### config.mk
export PLATFORM = sky130hd
export DESIGN_NAME = imem_run_ctrl
export DESIGN_NICKNAME = d
export VERILOG_FILES = /design/src/rtl/imem_run_ctrl.sv
export SDC_FILE = /design/constraint.sdc
export NUM_CORES = 1
export LEC_CHECK = 0
export CAP_MARGIN = 30
export CORE_ASPECT_RATIO = 2
export CORE_UTILIZATION = 35
export CTS_CLUSTER_DIAMETER = 40
export DETAILED_ROUTE_END_ITERATION = 16
export PLACE_DENSITY_LB_ADDON = 0.15
export SYNTH_ARGS = -nofsm -noshare
export SYNTH_HDL_FRONTEND = slang
export SYNTH_SLANG_ARGS = --single-unit
### constraint.sdc
create_clock -name clk -period 4.9 [get_ports clk]
set_input_delay 1.47 -clock clk [delete_from_list [all_inputs] [get_ports clk]]
set_output_delay 1.47 -clock clk [all_outputs]
set_load 0.02 [all_outputs]
### src/rtl/imem_run_ctrl.sv
// imem_run_ctrl: host program loader into code memory plus CPU run/halt/step control.
// Define IMEM_RUN_CTRL_STEP_EN to enable single-stepping from HALT.
module imem_run_ctrl #(
    parameter int ADDR_W = 8
) (
    input  logic              clk,
    input  logic              rst,
    input  logic              host_start,
    input  logic              host_valid,
    input  logic [26:0]       host_data,
    output logic              host_ready,
    input  logic              host_done,
    input  logic              host_halt,
    input  logic              host_step,
    output logic              imem_we,
    output logic [ADDR_W-1:0] imem_addr,
    output logic [26:0]       imem_wdata,
    output logic              cpu_rst,
    output logic              cpu_pc_we,
    output logic [2:0]        state,
    output logic [ADDR_W:0]   load_count,
    output logic              load_err
);
    typedef enum logic [2:0] {IDLE = 3'd0, LOAD = 3'd1, RUN = 3'd2, HALT = 3'd3, STEP = 3'd4} st_t;
`ifdef IMEM_RUN_CTRL_STEP_EN
    localparam logic STEP_EN = 1'b1;
`else
    localparam logic STEP_EN = 1'b0;
`endif
    localparam logic [ADDR_W:0] DEPTH = {1'b1, {ADDR_W{1'b0}}};
    st_t  cur;
    logic we_q;
    logic accept;
    assign host_ready = (cur == LOAD) && (load_count < DEPTH);
    assign accept     = host_valid && host_ready && !host_start;
    // a reset arriving while a write is pending must suppress it
    assign imem_we    = we_q && !rst;
    assign cpu_rst    = (cur == IDLE) || (cur == LOAD);
    assign cpu_pc_we  = (cur == RUN) || (cur == STEP);
    assign state      = cur;
    always_ff @(posedge clk) begin
        if (rst) begin
            cur        <= IDLE;
            we_q       <= 1'b0;
            imem_addr  <= '0;
            imem_wdata <= '0;
            load_count <= '0;
            load_err   <= 1'b0;
        end else begin
            we_q <= accept;
            if (accept) begin
                imem_addr  <= load_count[ADDR_W-1:0];
                imem_wdata <= host_data;
                load_count <= load_count + 1'b1;
            end
            if (host_start) begin
                cur        <= LOAD;
                load_count <= '0;
                load_err   <= 1'b0;
            end else begin
                case (cur)
                    IDLE: cur <= IDLE;
                    LOAD: begin
                        if (host_valid && !host_ready)
                            load_err <= 1'b1;
                        if (host_done)
                            cur <= (load_count != '0 || accept) ? RUN : IDLE;
                    end
                    RUN:  cur <= host_halt ? HALT : RUN;
                    HALT: cur <= host_done ? RUN : (STEP_EN && host_step) ? STEP : HALT;
                    STEP: cur <= HALT;
                    default: cur <= IDLE;
                endcase
            end
        end
    end
endmodule

# After elaboration in Yosys (flattened, before gate mapping)

Index checks and enable logic that the tools add are counted.

Flip-flop bits (word level): 49
Latch bits: 0
Memory bits (writable): 0
Memory bits (read-only): 0
Input port bits: 34
Output and inout port bits: 52
Logic and storage cells: 36
Memories kept: 0

Add/sub/neg operators: 1
Multipliers: 0
Divide/modulo/power cells: 0
Magnitude comparators: 1
Equal/unequal tests: 6
Shift operators: 0
Multiplexer cells: 6
Bitwise operators: 0
Reduce and logical (&&, ||, !) cells: 15

Operators by type and width:

| kind                                                            | count |
|---|---|
| 3-bit one-hot mux with 4 select lines                           | 1 |
| 9-bit by 1-bit adder with 9-bit output, second input constant   | 1 |
| 9-bit less-than comparator, second input constant               | 1 |
| 9-bit nonzero test                                              | 1 |
| 3-bit by 2-bit == test with 1-bit output, second input constant | 2 |
| 1-bit logical AND                                               | 5 |
| 3-bit by 1-bit == test with 1-bit output, second input constant | 1 |
| 3-bit == test, second input constant                            | 1 |
| 1-bit logical NOT                                               | 3 |
| 3-bit logical NOT                                               | 1 |
| 1-bit logical OR                                                | 3 |
| 1-bit 2-to-1 mux                                                | 3 |
| 3-bit 2-to-1 mux                                                | 1 |
| 3-bit inequality test, second input constant                    | 1 |
| 2-bit 2-to-1 mux                                                | 1 |
| 2-bit inequality test, second input constant                    | 1 |
| 2-bit AND reduction                                             | 1 |
| 2-bit OR reduction                                              | 1 |

# Logic depth before layout (Yosys ltp)

Gate-level depths: netlist (run 1).

Depth after elaboration: 9
Mapped depth: 5

# Least setup slack after synthesis (run 1)

No wires, ideal clock.

Path kind: input -> output
From: input rst
To: output imem_we
Arrival: 1.976 ns
Path slack: 1.454 ns
Stages: 2
Path buffers: 1
Cell sequence: clkbuf_1 > nor2b_1

Word-level cells in the longest chain between the ends: 2

Ends and longest elaborated chain:

| element           | RTL line | text |
|---|---|---|
| from (decl)       | 7        | `input logic rst,` |
| 1-bit logical NOT | 37       | `assign imem_we = we_q && !rst;` |
| 1-bit logical AND | 37       |  |
| to (decl)         | 15       | `output logic imem_we,` |

No other way between the ends.

# Worst setup path in the final report (run 1)

Same ends and word-level chain as after synthesis.

==> flow_summary.toml, run 1 <==
[outcome]
status = "completed"

[timing]
fin_crit_sh = 0.832
fmax_mhz = 245
setup_tns_ps = 0
rsz0062_at_grt = "no"
slew_viol_final = 0
max-slew-margin-rel = 0.655
hold_viol_final = 0
layout_min_cycle_time_ps = 4080
worst_pin_slew_ps = 518
setup_viol = 0
skew_ps = 8.20

[clock_network]
ctsHoldBuffers = 0
clkTransAtPathRegs_ps = 80
cts_setup_buffers = 0
root_buffer = "clkbuf_8"
clockBufferDepth = 2
cts.repair.resized = 0
clock_sinks = 48
cts_tree = "yes"
cts_made_buffers = 5
htree_levels = 2
insertion_delay_ps = 300

[global_routing]
gr-total-overflow = 0
grt_usage = 0.209
grt_pass1_vias = 1883
grt_start_max_net_pins = 51
antenna_found_initial = 0
grt_pass1_wl_um = 9050

[cells_and_area]
drive_gt1_frac = 0.0489
final_core_util = 0.534
area_growth_pct = 47.8
n_antenna_cell = 0
fin_cells = 367
fin_nets = 343

[die]
initial_core_util = 0.361
row_count = 38
core-area_um2 = 5420
die-height_um = 108
die_w_um = 54.9
num_io_pins = 86
die_area_um2 = 5910

[power_and_ir_drop]
vdd_drop_max_v = 0.000231
power.leakage_nw = 0.938
p_per_area_nw_per_um2 = 259

[route]
wirelength_um = 5650
wl_per_cell_um = 15.4
drtIter0Drc = 64
vias_per_cell = 5.58
ant_nets = 0
first_pass_iters = 5
drcViolationCount = 0
vias = 2048

[setup_path]
critPathKind = "in -> out"
arrival_ps = 2610
required_ps = 3430
r2r-start = "state[0]"
worstPathMaxFanout = 2
crit_path_end_kind = "output port"
r2r_cells = 5
critPathLaunch = "rst"
rrSetupSlack_ps = 2900
cp-start-kind = "input port"

[synth]
synthArstFlopShare = 0
ys.flop_type = "dfxtp_1"
ys_ff_latch = 48
yosys-top-cells-area = "dfxtp_1 49%, a21oi_1 10%, nand3_1 10%"
yosys.area.top_type = "dfxtp_1"
syn_area_um2 = 1960
syn_avg_cell_area_um2 = 8.29
synth_nets = 272
synth-seq-area-share = 0.491
synth.distinct_cells = 36
syn_inst = 236
synth_top_area_frac = 0.491
ys_warn_count = 0
synth_edf_count = 0

[min_path]
min_path_type = "reg -> reg"
hold_path_depth = 2
worstHoldStart = "imem_wdata[10]"

[place]
dpl.hpwl_um = 3710
placed_cells = 360
io_buffers = 83
place_congestion = 0.747

[job]
max-cap-violations = 0
report_power, final:
part	internal [W]	total (W)	switching, W	leakage (nW)
logic	0.0000433	0.0000943	0.0000510	0.499
registers	0.000396	0.000400	0.00000354	0.388
clock network	0.000126	0.000256	0.000130	0.0503
total	0.000565	0.000750	0.000185	0.938
cell families (layout without fill, tap and decap cells):
family          after synthesis  after routing  synth area share
simple gates                 65             65             0.185
buf+inv                      30            101            0.0639
compound gates               89             89             0.240
flops                        48             48             0.491
other cells                   1              1           0.00192
mux                           1              1           0.00512
fa+ha+maj                     2              2            0.0128
worst max-delay path, cell delays in order:
cell	delay [ps]
clkdlybuf4s50_1	420
nor2b_1	110
clkdlybuf4s50_1	600
state kept, by name, summed over array words and instances, names as in the netlist:
register    flops
imem_wdata     27
load_count      9
imem_addr       8
state           2
load_err        1
we_q            1
metrics by stage:
stage / instance area, um2 / hold WS (ps) / total power (W) / worst slack [ps]
floorplan: 1960 / 550 / 0.000454 / 1450
global placement: 2800 / 460 / 0.000503 / 829
detailed placement: 2800 / 468 / 0.000504 / 818
CTS: 2890 / 480 / 0.000755 / 810
global route: 2890 / 501 / 0.000779 / 738
finish: 2890 / 480 / 0.000750 / 821
area by class of cell:
class | instances | area [um2]
multi-input combinational | 158 | 873
timing repair buffer | 87 | 861
sequential | 48 | 961
tap | 60 | 75.1
fill | 558 | 2530
inverter | 7 | 26.3
clock buffer | 7 | 96.3
layout by cell type (no fill, tap or decap), types with 2 or more instances in the layout:
master	netlist	final
buf_4	1	4
nor3_1	2	2
ha_1	2	2
o21ai_1	2	2
o21ai_0	36	36
a21oi_1	41	41
clkbuf_8	0	7
inv_1	7	7
nand2_1	3	3
nand3_1	39	39
o31ai_1	4	4
dfxtp_1	48	48
or4_1	6	6
clkdlybuf4s50_1	0	83
nor2_1	3	3
synthesized netlist by cell type, types with 2 or more instances:
| cell type | instances |
|---|---|
| o21ai_1 | 2 |
| nor2_1 | 3 |
| nand3_1 | 39 |
| nor3_1 | 2 |
| nor2b_1 | 2 |
| o21ai_0 | 36 |
| ha_1 | 2 |
| clkbuf_1 | 19 |
| dfxtp_1 | 48 |
| nand2_1 | 3 |
| inv_1 | 7 |
| o31ai_1 | 4 |
| or4_1 | 6 |
| a21oi_1 | 41 |
worst paths after layout:
path | end
setup / recovery | imem_we
hold reg to reg | imem_wdata[10]
hold / removal | imem_wdata[10]
setup reg to reg | load_count[2]
per-layer routing:
| layer | GRT usage | up-vias | routed length (um) |
|---|---|---|---|
| li1 | - | 986 | - |
| met2 | 0.354 | 68 | 2960 |
| met4 | 0.0934 | 0 | 155 |
| met5 | 0 | - | 0 |
| met3 | 0.0381 | 10 | 277 |
| met1 | 0.238 | 984 | 2250 |
(Power assumes the default switching activity.)
==> inputs of run 2 (changes only) <==
clock period = 3.9 ns   (was 4.9 ns; I/O delays follow)
==> flow_summary.toml, run 2 (synthesis gave the netlist of run 1 again) <==
[timing]
worst_pin_slew_ps = 726
hold_viol_final = 0
rsz0062_at_grt = "no"
max-slew-margin-rel = 0.514
slew_viol_final = 0
skew_ps = 7.00
fmax_mhz = 288
setup_viol = 0
setup_tns_ps = 0
fin_crit_sh = 0.891
layout_min_cycle_time_ps = 3470

[place]
placed_cells = 361
place_congestion = 0.752
postPlaceCellArea_um2 = 2800
dpl.hpwl_um = 3800
io_buffers = 83

[cells_and_area]
final_common_cell = "clkdlybuf4s50_1"
final_cell_mix = "83 x clkdlybuf4s50_1, 48 x dfxtp_1, 41 x a21oi_1, 39 x nand3_1, 36 x o21ai_0"
area_growth_pct = 48.0
largest_reg_flops = 27
n_antenna_cell = 0
drive_gt1_frac = 0.0550
fin_nets = 344
regMostFlops = "imem_wdata"
postLayoutCellArea_um2 = 2900
fin_cells = 369
reg.largest.list = "imem_wdata: 27 flops, load_count: 9 flops, imem_addr: 8 flops"

[setup_path]
r2r-start = "state[0]"
critPathLaunch = "rst"
regToRegEndpoint = "load_count[2]"
rrSetupSlack_ps = 1890
required_ps = 2730
cp-start-kind = "input port"
r2r_cells = 5
critPathKind = "in -> out"
arrival_ps = 2300
worstPathMaxFanout = 2
crit_path_end_kind = "output port"

[die]
core-area_um2 = 5420
num_io_pins = 86
die-height_um = 108
die_area_um2 = 5910
initial_core_util = 0.361
die_w_um = 54.9
row_count = 38

[clock_network]
cts_tree = "yes"
insertion_delay_ps = 300
clkTransAtPathRegs_ps = 90
ctsHoldBuffers = 0
clock_sinks = 48
cts.repair.resized = 0
root_buffer = "clkbuf_8"
clockBufferDepth = 2
cts_setup_buffers = 0
htree_levels = 2
cts_made_buffers = 5

[power_and_ir_drop]
power.leakage_nw = 0.943
swShare = 0.251
p_per_area_nw_per_um2 = 320
p_switching_w = 0.000233
clockPowerShare = 0.330
pwr-share-seq = 0.541
p_int_w = 0.000694
comb_power_share = 0.129
vdd_drop_max_v = 0.000245

[global_routing]
gr-total-overflow = 0
grt_start_max_net_pins = 51
grt_usage = 0.207
grt_pass1_wl_um = 8920
grt_pass1_vias = 1895
antenna_found_initial = 0

[route]
first_pass_iters = 5
drtIter0Drc = 42
vias = 2005
wirelength_um = 5720
wl_per_cell_um = 15.5
ant_nets = 0
drcViolationCount = 0
vias_per_cell = 5.43

[min_path]
hold_path_depth = 2
worstHoldStart = "imem_wdata[12]"
min_path_type = "reg -> reg"
min_to = "imem_wdata[12]"

[job]
max-cap-violations = 0

[outcome]
status = "completed"
[run 2: cell types whose count changed in the layout (fill, tap and decap cells not counted)]
cell / before / now
buf_4: 4 / 5
clkbuf_8: 7 / 6
clkinv_2: 0 / 2
[run 2: cell type report]
class	count	area (um2)
Clock buffer	6	82.6
Clock inverter	2	10.0
Fill cell	560	2520
Inverter	7	26.3
Multi-Input combinational cell	158	873
Sequential cell	48	961
Tap cell	60	75.1
Timing Repair Buffer	88	868
[run 2: metal layers]
layer	GRT usage	vias up	share of wire
met1	0.241	950	0.40
met2	0.343	55	0.54
met5	0	-	0
met4	0.101	0	0.020
met3	0.0367	10	0.040
li1	-	990	-
[run 2: critical path: stages]
cell and delay, ps:
clkdlybuf4s50_1 420, nor2b_1 110, clkdlybuf4s50_1 600
[run 2: power by group through the flow]
| stage | Sequential (W) | Clock (W) | Combinational (W) |
|---|---|---|---|
| detailed placement | 0.000514 | 0 | 0.000121 |
| CTS | 0.000502 | 0.000318 | 0.000121 |
| floorplan | 0.000522 | 0 | 0.0000476 |
| finish | 0.000502 | 0.000306 | 0.000120 |
| global route | 0.000503 | 0.000336 | 0.000130 |
| global placement | 0.000513 | 0 | 0.000120 |
[run 2: how the worst max path moves through the flow]
stage	cells past startpoint	endpoint	slack, ps
after CTS	3	imem_we	420
after floorplan	2	imem_we	1050
after global routing	3	imem_we	360
after detailed placement	3	imem_we	420
final	3	imem_we	430
after global placement	3	imem_we	430
[run 2: per-stage QoR]
step	util	total power (W)	worst slack (ps)	hold slack, ps
after global routing	0.534	0.000969	365	498
after detailed placement	0.517	0.000634	422	466
after global placement	0.517	0.000634	430	459
after floorplan	-	0.000570	1050	550
after CTS	0.534	0.000941	421	478
final	0.534	0.000928	427	475
